$ cat config.mk
export PLATFORM = sky130hd
export DESIGN_NAME = ln_row_loader_flat
export DESIGN_NICKNAME = d
export VERILOG_FILES = /design/src/rtl/ln_row_loader_if.sv /design/src/rtl/ln_row_loader.sv /design/src/flat_wrapper.sv
export SDC_FILE = /design/constraint.sdc
export NUM_CORES = 1
export LEC_CHECK = 0
export BUFFER_PORTS_ARGS = -buffer_cell sky130_fd_sc_hd__buf_2
export CORE_MARGIN = 5
export CORE_UTILIZATION = 50
export CTS_BUF_LIST = sky130_fd_sc_hd__clkbuf_2 sky130_fd_sc_hd__clkbuf_4 sky130_fd_sc_hd__clkbuf_8
export DETAILED_ROUTE_END_ITERATION = 8
export PLACE_DENSITY = 0.71
export SYNTH_ARGS = -nofsm -noshare
export SYNTH_HDL_FRONTEND = slang
export SYNTH_SLANG_ARGS = --single-unit
$ cat constraint.sdc
create_clock -name clk -period 5.2 [get_ports clk]
set_input_delay 0.52 -clock clk [delete_from_list [all_inputs] [get_ports clk]]
set_output_delay 0.52 -clock clk [all_outputs]
set_load 0.005 [all_outputs]
$ cat src/rtl/ln_row_loader_if.sv
// Element stream into the layer-norm row loader: one fixed-point element per
// beat, with the row's gamma/beta sampled alongside the closing element.
interface ln_row_loader_if #(
  parameter int IL = 4,
  parameter int FL = 16
);
  logic signed [IL+FL-1:0] in_data;
  logic signed [IL+FL-1:0] in_gamma;
  logic signed [IL+FL-1:0] in_beta;
  logic                    in_valid;
  logic                    in_last;
  logic                    in_ready;

  modport master (
    output in_data, in_valid, in_last, in_gamma, in_beta,
    input  in_ready
  );

  modport slave (
    input  in_data, in_valid, in_last, in_gamma, in_beta,
    output in_ready
  );
endinterface

$ cat src/rtl/ln_row_loader.sv
// Packs a valid/ready element stream into ping-pong row banks for forward.
// Optional LN_ROW_LOADER_ZERO_PAD_EN zeroes presented lanes at index >= num.
module ln_row_loader #(
  parameter int IL    = 4,
  parameter int FL    = 16,
  parameter int size  = 16,
  parameter int width = $clog2(size)
) (
  input  logic                        clk,
  input  logic                        reset,
  ln_row_loader_if.slave              s,
  input  logic [1:0]                  ds_state,
  output logic [size-1:0][IL+FL-1:0]  batch,
  output logic [width:0]              num,
  output logic signed [IL+FL-1:0]     gamma,
  output logic signed [IL+FL-1:0]     beta,
  output logic                        input_ready,
  output logic                        split
);

  localparam int unsigned EW = IL + FL;
  localparam int unsigned NW = width + 1;
  localparam logic [width-1:0] LAST_LANE = width'(size - 1);

  logic [EW-1:0]    lanes     [2][size];
  logic [NW-1:0]    row_num   [2];
  logic [EW-1:0]    row_gamma [2];
  logic [EW-1:0]    row_beta  [2];
  logic [1:0]       full;
  logic             fill;
  logic             rptr;
  logic [width-1:0] wptr;

  logic accept;
  logic close;
  logic handoff;

  // A bank being written is never full, so write and release never collide.
  assign s.in_ready = !full[fill] && !reset;
  assign accept     = s.in_valid && s.in_ready;
  assign close      = s.in_last || (wptr == LAST_LANE);
  assign handoff    = full[rptr] && (ds_state == 2'b00);

  always_ff @(posedge clk) begin
    if (reset) begin
      for (int b = 0; b < 2; b++) begin
        for (int i = 0; i < size; i++) begin
          lanes[b][i] <= '0;
        end
        row_num[b]   <= '0;
        row_gamma[b] <= '0;
        row_beta[b]  <= '0;
      end
      full  <= '0;
      fill  <= 1'b0;
      rptr  <= 1'b0;
      wptr  <= '0;
      split <= 1'b0;
    end else begin
      split <= 1'b0;

      if (handoff) begin
        full[rptr] <= 1'b0;
        for (int i = 0; i < size; i++) begin
          lanes[rptr][i] <= '0;
        end
        rptr <= ~rptr;
      end

      if (accept) begin
        lanes[fill][wptr] <= s.in_data;
        if (close) begin
          full[fill]      <= 1'b1;
          row_num[fill]   <= NW'(wptr) + NW'(1);
          row_gamma[fill] <= s.in_gamma;
          row_beta[fill]  <= s.in_beta;
          wptr            <= '0;
          fill            <= ~fill;
          split           <= !s.in_last;
        end else begin
          wptr <= wptr + width'(1);
        end
      end
    end
  end

  // Presentation mux, selected by the registered read pointer only.
  always_comb begin
    input_ready = full[rptr];
    num         = row_num[rptr];
    gamma       = row_gamma[rptr];
    beta        = row_beta[rptr];
    for (int i = 0; i < size; i++) begin
      batch[i] = lanes[rptr][i];
`ifdef LN_ROW_LOADER_ZERO_PAD_EN
      if (NW'(i) >= row_num[rptr]) begin
        batch[i] = '0;
      end
`endif
    end
  end

endmodule

$ cat src/flat_wrapper.sv
// flat-port wrapper written by rule: the top's interface ports become plain ports
module ln_row_loader_flat 
#(
  parameter int IL    = 4,
  parameter int FL    = 16,
  parameter int size  = 16,
  parameter int width = $clog2(size)
)
  (clk, reset, ds_state, batch, num, gamma, beta, input_ready, split, s_in_data, s_in_valid, s_in_last, s_in_gamma, s_in_beta, s_in_ready);
  ln_row_loader_if #(.IL(IL), .FL(FL)) s_i ();
  input  logic clk;
  input  logic reset;
  input  logic [1:0] ds_state;
  output logic [size-1:0][IL+FL-1:0] batch;
  output logic [width:0] num;
  output logic signed [IL+FL-1:0] gamma;
  output logic signed [IL+FL-1:0] beta;
  output logic input_ready;
  output logic split;
  input wire logic [$bits(s_i.in_data)-1:0] s_in_data;
  input wire logic [$bits(s_i.in_valid)-1:0] s_in_valid;
  input wire logic [$bits(s_i.in_last)-1:0] s_in_last;
  input wire logic [$bits(s_i.in_gamma)-1:0] s_in_gamma;
  input wire logic [$bits(s_i.in_beta)-1:0] s_in_beta;
  output wire logic [$bits(s_i.in_ready)-1:0] s_in_ready;
  assign s_i.in_data = s_in_data;
  assign s_i.in_valid = s_in_valid;
  assign s_i.in_last = s_in_last;
  assign s_i.in_gamma = s_in_gamma;
  assign s_i.in_beta = s_in_beta;
  assign s_in_ready = s_i.in_ready;
  ln_row_loader #(.IL(IL), .FL(FL), .size(size), .width(width)) u_core (.clk(clk), .reset(reset), .s(s_i), .ds_state(ds_state), .batch(batch), .num(num), .gamma(gamma), .beta(beta), .input_ready(input_ready), .split(split));
endmodule
---- Word-level counts from Yosys, hierarchy flattened ----
Memories as Yosys holds them, arrays and structs flattened. A register that Yosys moved wholly into a read port is not among the register bits.
Cells that the tools add are included.
storage, ports and cells
  memories ................................ 4
  ROM bits ................................ 0
  logic and storage cells ................. 94
  register bits ........................... 9
  output and inout port bits .............. 368
  bits in writable memories ............... 730
  input port bits ......................... 66
  latch bits .............................. 0
memories
  name              depth  width  read ports  clocked after Yosys merged registers in  wr ports  RTL line             source
  u_core.lanes      2      320    1           1                                        2         ln_row_loader.sv:25  logic [EW-1:0] lanes [2][size];
  u_core.row_beta   2      20     1           1                                        2         ln_row_loader.sv:28  logic [EW-1:0] row_beta [2];
  u_core.row_gamma  2      20     1           1                                        2         ln_row_loader.sv:27  logic [EW-1:0] row_gamma [2];
  u_core.row_num    2      5      1           1                                        2         ln_row_loader.sv:26  logic [NW-1:0] row_num [2];
cells by class
  reduce and logical (&&, ||, !) cells .... 18
  divide/modulo/power cells ............... 0
  multiply operators ...................... 0
  add/subtract/negate cells ............... 2
  shift-type cells ........................ 0
  bitwise operators ....................... 8
  muxes and demuxes ....................... 50
  eq/ne operators ......................... 1
  magnitude comparators ................... 6
operators with widths
  cell                 number
  $mux 320             4
  $reduce_or 320->1    2
  $demux 20 s4         1
  $mux 20              3
  $reduce_or 20->1     2
  $mux 1               34
  $mux 2               4
  $logic_and 1x1->1    6
  $add 4x1->5 const B  1
  $ge 5x5->1 const B   1
  $lt 5x1->1 const B   1
  $mux 5               1
  $not 4->5            1
  $reduce_or 5->1      1
  $add 4x1->4 const B  1
  $eq 4x4->1 const B   1
  $lt 1x2->1 const B   2
  $mux 4               1
  $not 1->1            4
  $logic_not 1->1      3
  $reduce_or 3->1      1
  $and 2x2->2          1
  $demux 1 s1          2
  $ge 1x1->1 const B   2
  5 further kinds      5

---- Longest topological paths before layout ----
Gate-level depths: netlist of the first run.
  depth in word-level cells ............... 11
  mapped depth ............................ 6
  depth with buffers taken out ............ 4

---- Worst setup path before layout of the first run ----
Ideal clock, no wire load.
  kind .................................... input-to-reg
  start ................................... input s_in_valid
  end ..................................... memory u_core.lanes[1][160] in the netlist's numbering (enable)
  data required time ...................... 4.775 ns
  path buffers ............................ 2
  setup time .............................. 0.425 ns
  data arrival time ....................... 2.737 ns
  path slack .............................. 2.038 ns
  stages on the path ...................... 5
  cell sequence ........................... nor2b_1 > buf_1 > nand3_1 > clkbuf_1 > o21ai_0
RTL lines
  element          RTL line             source
  start, declared  flat_wrapper.sv:21   input wire logic [$bits(s_i.in_valid)-1:0] s_in_valid;
  end, declared    ln_row_loader.sv:25

==> results of run 1 <==
-- cell type report --
cell class,instances,area (sq um)
diodes,2,5.00
clock buffers,164,1960
clock inverters,40,223
fillers,4835,25400
inverters,5,18.8
multi-input cells,1353,8540
flip-flops and latches,740,22100
well taps,837,1050
repair buffers,476,2540
-- sequential cells by signal (all words and copies together), names as in the netlist, named ones only --
signal	flops
u_core.fill	1
u_core.full	2
u_core.lanes	640
u_core.row_beta	40
u_core.row_gamma	40
u_core.row_num	10
u_core.rptr	1
u_core.split	1
u_core.wptr	4
-- cells by family (layout without fill, tap and decap cells) --
group / Yosys count / after routing / synth area share [%]
buffers and inverters: 171 / 685 / 2.50
flip-flops: 740 / 740 / 70.9
adder cells (fa/ha/maj): 4 / 4 / 0.160
multiplexers: 368 / 368 / 13.3
XOR/XNOR: 2 / 2 / 0.0561
AO/OA/AOI/OAI: 45 / 45 / 0.810
AND/OR/NAND/NOR: 934 / 934 / 12.3
other: 0 / 2 / 0
-- worst max-delay path, cell delays in order (launching register included) --
cell,delay [ns]
sky130_fd_sc_hd__dfxtp_4,1.01
sky130_fd_sc_hd__buf_4,0.63
sky130_fd_sc_hd__mux2_2,0.44
sky130_fd_sc_hd__buf_2,0.14
-- Yosys cell counts --
| cell type | instances | share of area, % |
|---|---|---|
| sky130_fd_sc_hd__a21o_1 | 1 | 0.024 |
| sky130_fd_sc_hd__a21oi_1 | 3 | 0.048 |
| sky130_fd_sc_hd__a31oi_1 | 2 | 0.040 |
| sky130_fd_sc_hd__a31oi_2 | 1 | 0.040 |
| sky130_fd_sc_hd__and2_1 | 83 | 1.7 |
| sky130_fd_sc_hd__and3_1 | 1 | 0.020 |
| sky130_fd_sc_hd__and3b_1 | 3 | 0.084 |
| sky130_fd_sc_hd__buf_1 | 2 | 0.024 |
| sky130_fd_sc_hd__buf_2 | 107 | 1.7 |
| sky130_fd_sc_hd__clkbuf_1 | 53 | 0.64 |
| sky130_fd_sc_hd__clkbuf_2 | 4 | 0.064 |
| sky130_fd_sc_hd__dfxtp_1 | 10 | 0.64 |
| sky130_fd_sc_hd__edfxtp_1 | 730 | 70 |
| sky130_fd_sc_hd__ha_1 | 4 | 0.16 |
| sky130_fd_sc_hd__inv_1 | 5 | 0.060 |
| sky130_fd_sc_hd__mux2_2 | 366 | 13 |
| sky130_fd_sc_hd__mux2_4 | 1 | 0.048 |
| sky130_fd_sc_hd__mux2i_2 | 1 | 0.044 |
| sky130_fd_sc_hd__nand2_1 | 163 | 2.0 |
| sky130_fd_sc_hd__nand2b_1 | 3 | 0.060 |
| sky130_fd_sc_hd__nand3_1 | 8 | 0.13 |
| sky130_fd_sc_hd__nand3b_1 | 2 | 0.048 |
| sky130_fd_sc_hd__nand4_1 | 2 | 0.040 |
| sky130_fd_sc_hd__nor2_1 | 652 | 7.8 |
| sky130_fd_sc_hd__nor2b_1 | 5 | 0.10 |
| sky130_fd_sc_hd__nor3_1 | 2 | 0.032 |
| sky130_fd_sc_hd__nor3b_1 | 3 | 0.072 |
| sky130_fd_sc_hd__nor4_4 | 1 | 0.068 |
| sky130_fd_sc_hd__nor4b_4 | 1 | 0.076 |
| sky130_fd_sc_hd__o21a_1 | 1 | 0.024 |
| sky130_fd_sc_hd__o21ai_0 | 32 | 0.51 |
| sky130_fd_sc_hd__o22ai_1 | 1 | 0.020 |
| sky130_fd_sc_hd__o31ai_1 | 3 | 0.072 |
| sky130_fd_sc_hd__o32ai_1 | 1 | 0.028 |
| sky130_fd_sc_hd__or2_2 | 2 | 0.040 |
| sky130_fd_sc_hd__or3_1 | 2 | 0.040 |
| sky130_fd_sc_hd__or4_1 | 1 | 0.024 |
| sky130_fd_sc_hd__xnor2_1 | 2 | 0.056 |
-- power groups by stage --
stage               combinational, mW  sequential (mW)  clock [mW]
finish                          0.965             6.87        4.72
detailed placement              0.970             7.00           0
global placement                0.958             6.98           0
global route                     1.02             6.89        5.08
floorplan                       0.484             6.97           0
CTS                             0.976             6.87        4.78
-- worst min-delay path by stage --
stage                              to  slack (ns)  cells past startpoint
2_1_floorplan          u_core.full[1]        0.52                      1
3_3_place_gp           u_core.wptr[1]        0.56                      2
3_5_place_dp           u_core.wptr[1]        0.56                      2
4_1_cts        u_core.row_beta[1][16]        0.02                      2
5_1_grt        u_core.row_beta[0][13]        0.05                      2
6_report       u_core.row_beta[1][12]        0.08                      2
-- metal layers --
layer,track usage (%),wire length [um]
met1,31.9,32500
met2,41.4,42500
met3,7.30,9030
met4,9.09,2700
met5,0,38
==> results.toml, run 1 <==
[logic_synthesis]
syn_inst = 2264
yosys_register_bits = 740
mapped_area_sq_um = 31200
avgSynthCellArea_sq_um = 13.8
synthDistinctLibCells = 38
syn-num-nets = 2334
synthesis.yosys.warnings = 0
yosysSeqAreaShare_pct = 70.9

[sta]
holdWs_ns = 0.0801
worst_tran_pin_value_ns = 1.26
fmax_mhz = 289
maxSlewViolCount = 0
slew-limit-headroom_pct = 15.9
setup_violations = 0
rsz0062_at_grt = "false"
setup_tns_ns = 0
final_hold_viol_count = 0
skew_ns = 0.0466
worst_slack_ns = 1.74
finalCriticalPeriod_ns = 3.46
final.period_utilization_pct = 66.6

[route]
drc = 0
route.antenna.remaining_nets = 0
first_pass_iters = 5
finalWirelength_um = 86800
routed_via_density = 5.48
dr_total_vias = 19836
first_iter_violations = 1856
detail_route.wl_per_cell_um = 24.0

[placement]
io_buffers = 433
placedInstanceArea_sq_um = 34300
detailed_place_hpwl_um = 56400
place_ws_ns = 1.40
place_inst = 3410
gp_congestion = 0.834

[finish]
layout.cells.most_common_list = "sky130_fd_sc_hd__edfxtp_1 (730), sky130_fd_sc_hd__nor2_1 (652), sky130_fd_sc_hd__buf_2 (433), sky130_fd_sc_hd__mux2_2 (366), sky130_fd_sc_hd__nand2_1 (163)"
layout.core_utilization_pct = 59.0
finalNetCount = 2762
layout.cells.most_common = "sky130_fd_sc_hd__edfxtp_1"
finish.instance_area_sq_um = 36500
syn_to_final_growth_pct = 16.8
layout-drive-gt1-share_pct = 38.4
final-instance-count-excl-fill = 3617

[hold_path]
hold_start = "s_in_beta[12]"
hold_class = "input port to register"

[power]
clock_power_share_pct = 37.6
vdd_drop_max_mv = 0.286
cellInternalPower_mw = 9.67
swShare_pct = 23.0
pwr-share-seq_pct = 54.7
p_leak_nw = 13.5
power.share.combinational_pct = 7.7
pwr_density_cell_nw_per_um2 = 344
p_switching_mw = 2.89
finalPower_mw = 12.6

[global_routing]
grt_pass1_vias = 20221
grt.overflow.total = 0
grt_use_total_pct = 25.1
maximum_number_of_pins_on_one_net_before_global_route_repair = 95
grt_pass1_wl_um = 126000
antenna_found_initial = 4

[clock_tree]
cts-hold-fix-buffers = 1
clk_transition_reported_paths_ns = 0.06
postCtsResizedCells = 0
h-tree-depth = 3
cts_max_path_buffers = 3
cts_num_sinks = 740
cts_setup_buffers = 0
tritoncts = "yes"
number_of_cts_inserted_buffers = 116
worst_skew_pair.late_latency_ns = 0.72
cts_root_buffer = "sky130_fd_sc_hd__clkbuf_8"

[critical_path]
rrSetupSlack_ns = 1.74
critPathKind = "register to output pin"
worst_ep_required_time_ns = 4.68
crit_end = "batch[51]"
launching_point_of_the_worst_reg2reg_path = "u_core.wptr[2]"
setup.worst_path.start_class = "register"
critPathArrivalTime_ns = 2.94
rr_worst_depth = 4
crit_path_max_fanout = 65
rr_endpoint = "u_core.row_gamma[1][8]"
end_kind = "output pin"

[floorplanning]
die-width_um = 260
floorplan.die_area_sq_um = 67500
io-pin-count = 434
die_h_um = 260
effective_utilization_at_floorplan_pct = 50.5
fp.coreArea_sq_um = 61800
placementRows = 91

[outcome]
run_status = "completed"

[job]
maxCapViolCount = 0
Power figures use the tool's default switching activity.
==> run 2, diff against run 1 <==
- clock period: 5.2 -> 3.4 ns (I/O delays scaled with it)
==> run 2 against run 1 <==
  * Critical path depth grew 1
  * Via count grew 1.7%
  * Register-to-register slack lost 0.97 ns
  * Combinational power grew 63%
  * Sequential share of layout area shrank 1.2 points
  * Die area is the same
  * Count of clock-buffer cells in the layout shrank 14
  * Wire length grew 2.9%
  * Non-clock buffer count grew 74
  * Global-route usage grew 0.74 points
  * Highest routed layer unchanged
==> results.toml, run 2 (synthesis gave the netlist of run 1 again) <==
[outcome]
run_status = "completed"

[global_routing]
grt_pass1_wl_um = 130000
grt.overflow.total = 0
maximum_number_of_pins_on_one_net_before_global_route_repair = 121
grt.met1_usage_pct = 32.7
antenna_found_initial = 3
grt.busiest_layer = "met2"
grt_pass1_vias = 20818
groute.layer.met2.usage_pct = 42.8
grt_use_total_pct = 25.8
met3_usage_pct = 7.22

[placement]
detailed_place_hpwl_um = 57000
placedInstanceArea_sq_um = 34600
gp_congestion = 0.819
place_inst = 3442
io_buffers = 433

[critical_path]
worst_ep_required_time_ns = 3.06
setup.worst_path.start_class = "register"
critPathKind = "register to output pin"
crit_path_max_fanout = 36
critPathArrivalTime_ns = 2.57
end_kind = "output pin"

[finish]
finalNetCount = 2835
top_register = "u_core.lanes"
layout-drive-gt1-share_pct = 38.4
top_regs = "u_core.lanes: 640 flops, u_core.row_beta: 40 flops, u_core.row_gamma: 40 flops"
layout.cells.most_common_list = "sky130_fd_sc_hd__edfxtp_1 (730), sky130_fd_sc_hd__nor2_1 (652), sky130_fd_sc_hd__buf_2 (433), sky130_fd_sc_hd__mux2_2 (366), sky130_fd_sc_hd__nand2_1 (163)"
largest_register_ffs = 640
layout.cells.most_common = "sky130_fd_sc_hd__edfxtp_1"
multi_input_area_sq_um = 8530
final-instance-count-excl-fill = 3694
sequential_cell_area_sq_um = 22100
fillerInstances = 4796
finish.instance_area_sq_um = 37200
syn_to_final_growth_pct = 19.2

[clock_tree]
cts_num_sinks = 740
clk_transition_reported_paths_ns = 0.06
number_of_cts_inserted_buffers = 115
cts_root_buffer = "sky130_fd_sc_hd__clkbuf_8"
h-tree-depth = 3
worst_skew_pair.late_latency_ns = 0.71
postCtsResizedCells = 0
cts_setup_buffers = 0
tritoncts = "yes"
cts_max_path_buffers = 3

[sta]
final.period_utilization_pct = 85.6
setup_tns_ns = 0
maxSlewViolCount = 0
finalCriticalPeriod_ns = 2.91
fmax_mhz = 344
rsz0062_at_grt = "false"
worst_tran_pin_value_ns = 1.08
final_hold_viol_count = 0
setup_violations = 0
skew_ns = 0.0284
slew-limit-headroom_pct = 28.1

[floorplanning]
io-pin-count = 434
die_h_um = 260
die-width_um = 260
fp.coreArea_sq_um = 61800
floorplan.die_area_sq_um = 67500
placementRows = 91
effective_utilization_at_floorplan_pct = 50.5

[route]
detail_route.wl_per_cell_um = 24.2
routed_via_density = 5.46
first_iter_violations = 1692
finalWirelength_um = 89300
drc = 0
dr_total_vias = 20176
first_pass_iters = 5
route.antenna.remaining_nets = 0

[power]
finalPower_mw = 19.3
pwr_density_cell_nw_per_um2 = 520
p_leak_nw = 13.9
vdd_drop_max_mv = 0.310

[job]
maxCapViolCount = 0

[hold_path]
hold_class = "input port to register"
[run 2: critical path, stage by stage (launching register included)]
cell and delay (ns):
sky130_fd_sc_hd__dfxtp_4 0.65, sky130_fd_sc_hd__buf_12 0.30, sky130_fd_sc_hd__buf_4 0.32, sky130_fd_sc_hd__mux2_2 0.41
sky130_fd_sc_hd__buf_2 0.14
[run 2: power breakdown]
part	internal [mW]	switching, mW	total [mW]
clock network	3.84	3.43	7.28
registers	10.4	0.106	10.5
logic	0.605	0.961	1.57
total	14.8	4.50	19.3
[run 2: layout make-up]
class / count / area share, %
repair buffers: 550 / 8.81
flip-flops and latches: 740 / 59.4
inverters: 5 / 0.0504
clock buffers: 150 / 4.98
multi-input cells: 1353 / 22.9
diodes: 1 / 0.00672
clock inverters: 58 / 0.975
well taps: 837 / 2.81
[run 2: stage by stage]
| step | setup WS (ns) | util (%) | hold slack, ns |
|---|---|---|---|
| after floorplan | 0.269 | - | 0.419 |
| after global placement | 0.720 | 55.9 | 0.533 |
| after detailed placement | 0.670 | 55.9 | 0.547 |
| after CTS | 0.385 | 60.2 | 0.103 |
| after global routing | 0.355 | 60.2 | 0.183 |
| final | 0.489 | 60.2 | 0.169 |
[run 2: per-layer routing]
| metal | routed length [um] | part of all wire (%) | up-vias |
|---|---|---|---|
| li1 | - | - | 8980 |
| met1 | 33900 | 38 | 10040 |
| met2 | 43200 | 48 | 983 |
| met3 | 8940 | 10 | 167 |
| met4 | 3170 | 3.5 | 6 |
| met5 | 33 | 0.037 | - |
[run 2: worst paths after layout]
path / slack, ns / cells after the start / from / endpoint
worst max-delay path: 0.49 / 4 / register / gamma[14]
worst min-delay path: 0.17 / 4 / ds_state[0] / register
worst max register to register: 0.77 / 5 / u_core.fill / u_core.lanes[0][277]
worst min register to register: 0.56 / 2 / u_core.wptr[1] / u_core.wptr[1]
[run 2: what timing repair did]
action,CTS,global route
endpoints found under the setup margin,0,0
endpoints found under the hold margin,84,0
hold buffers,43,0
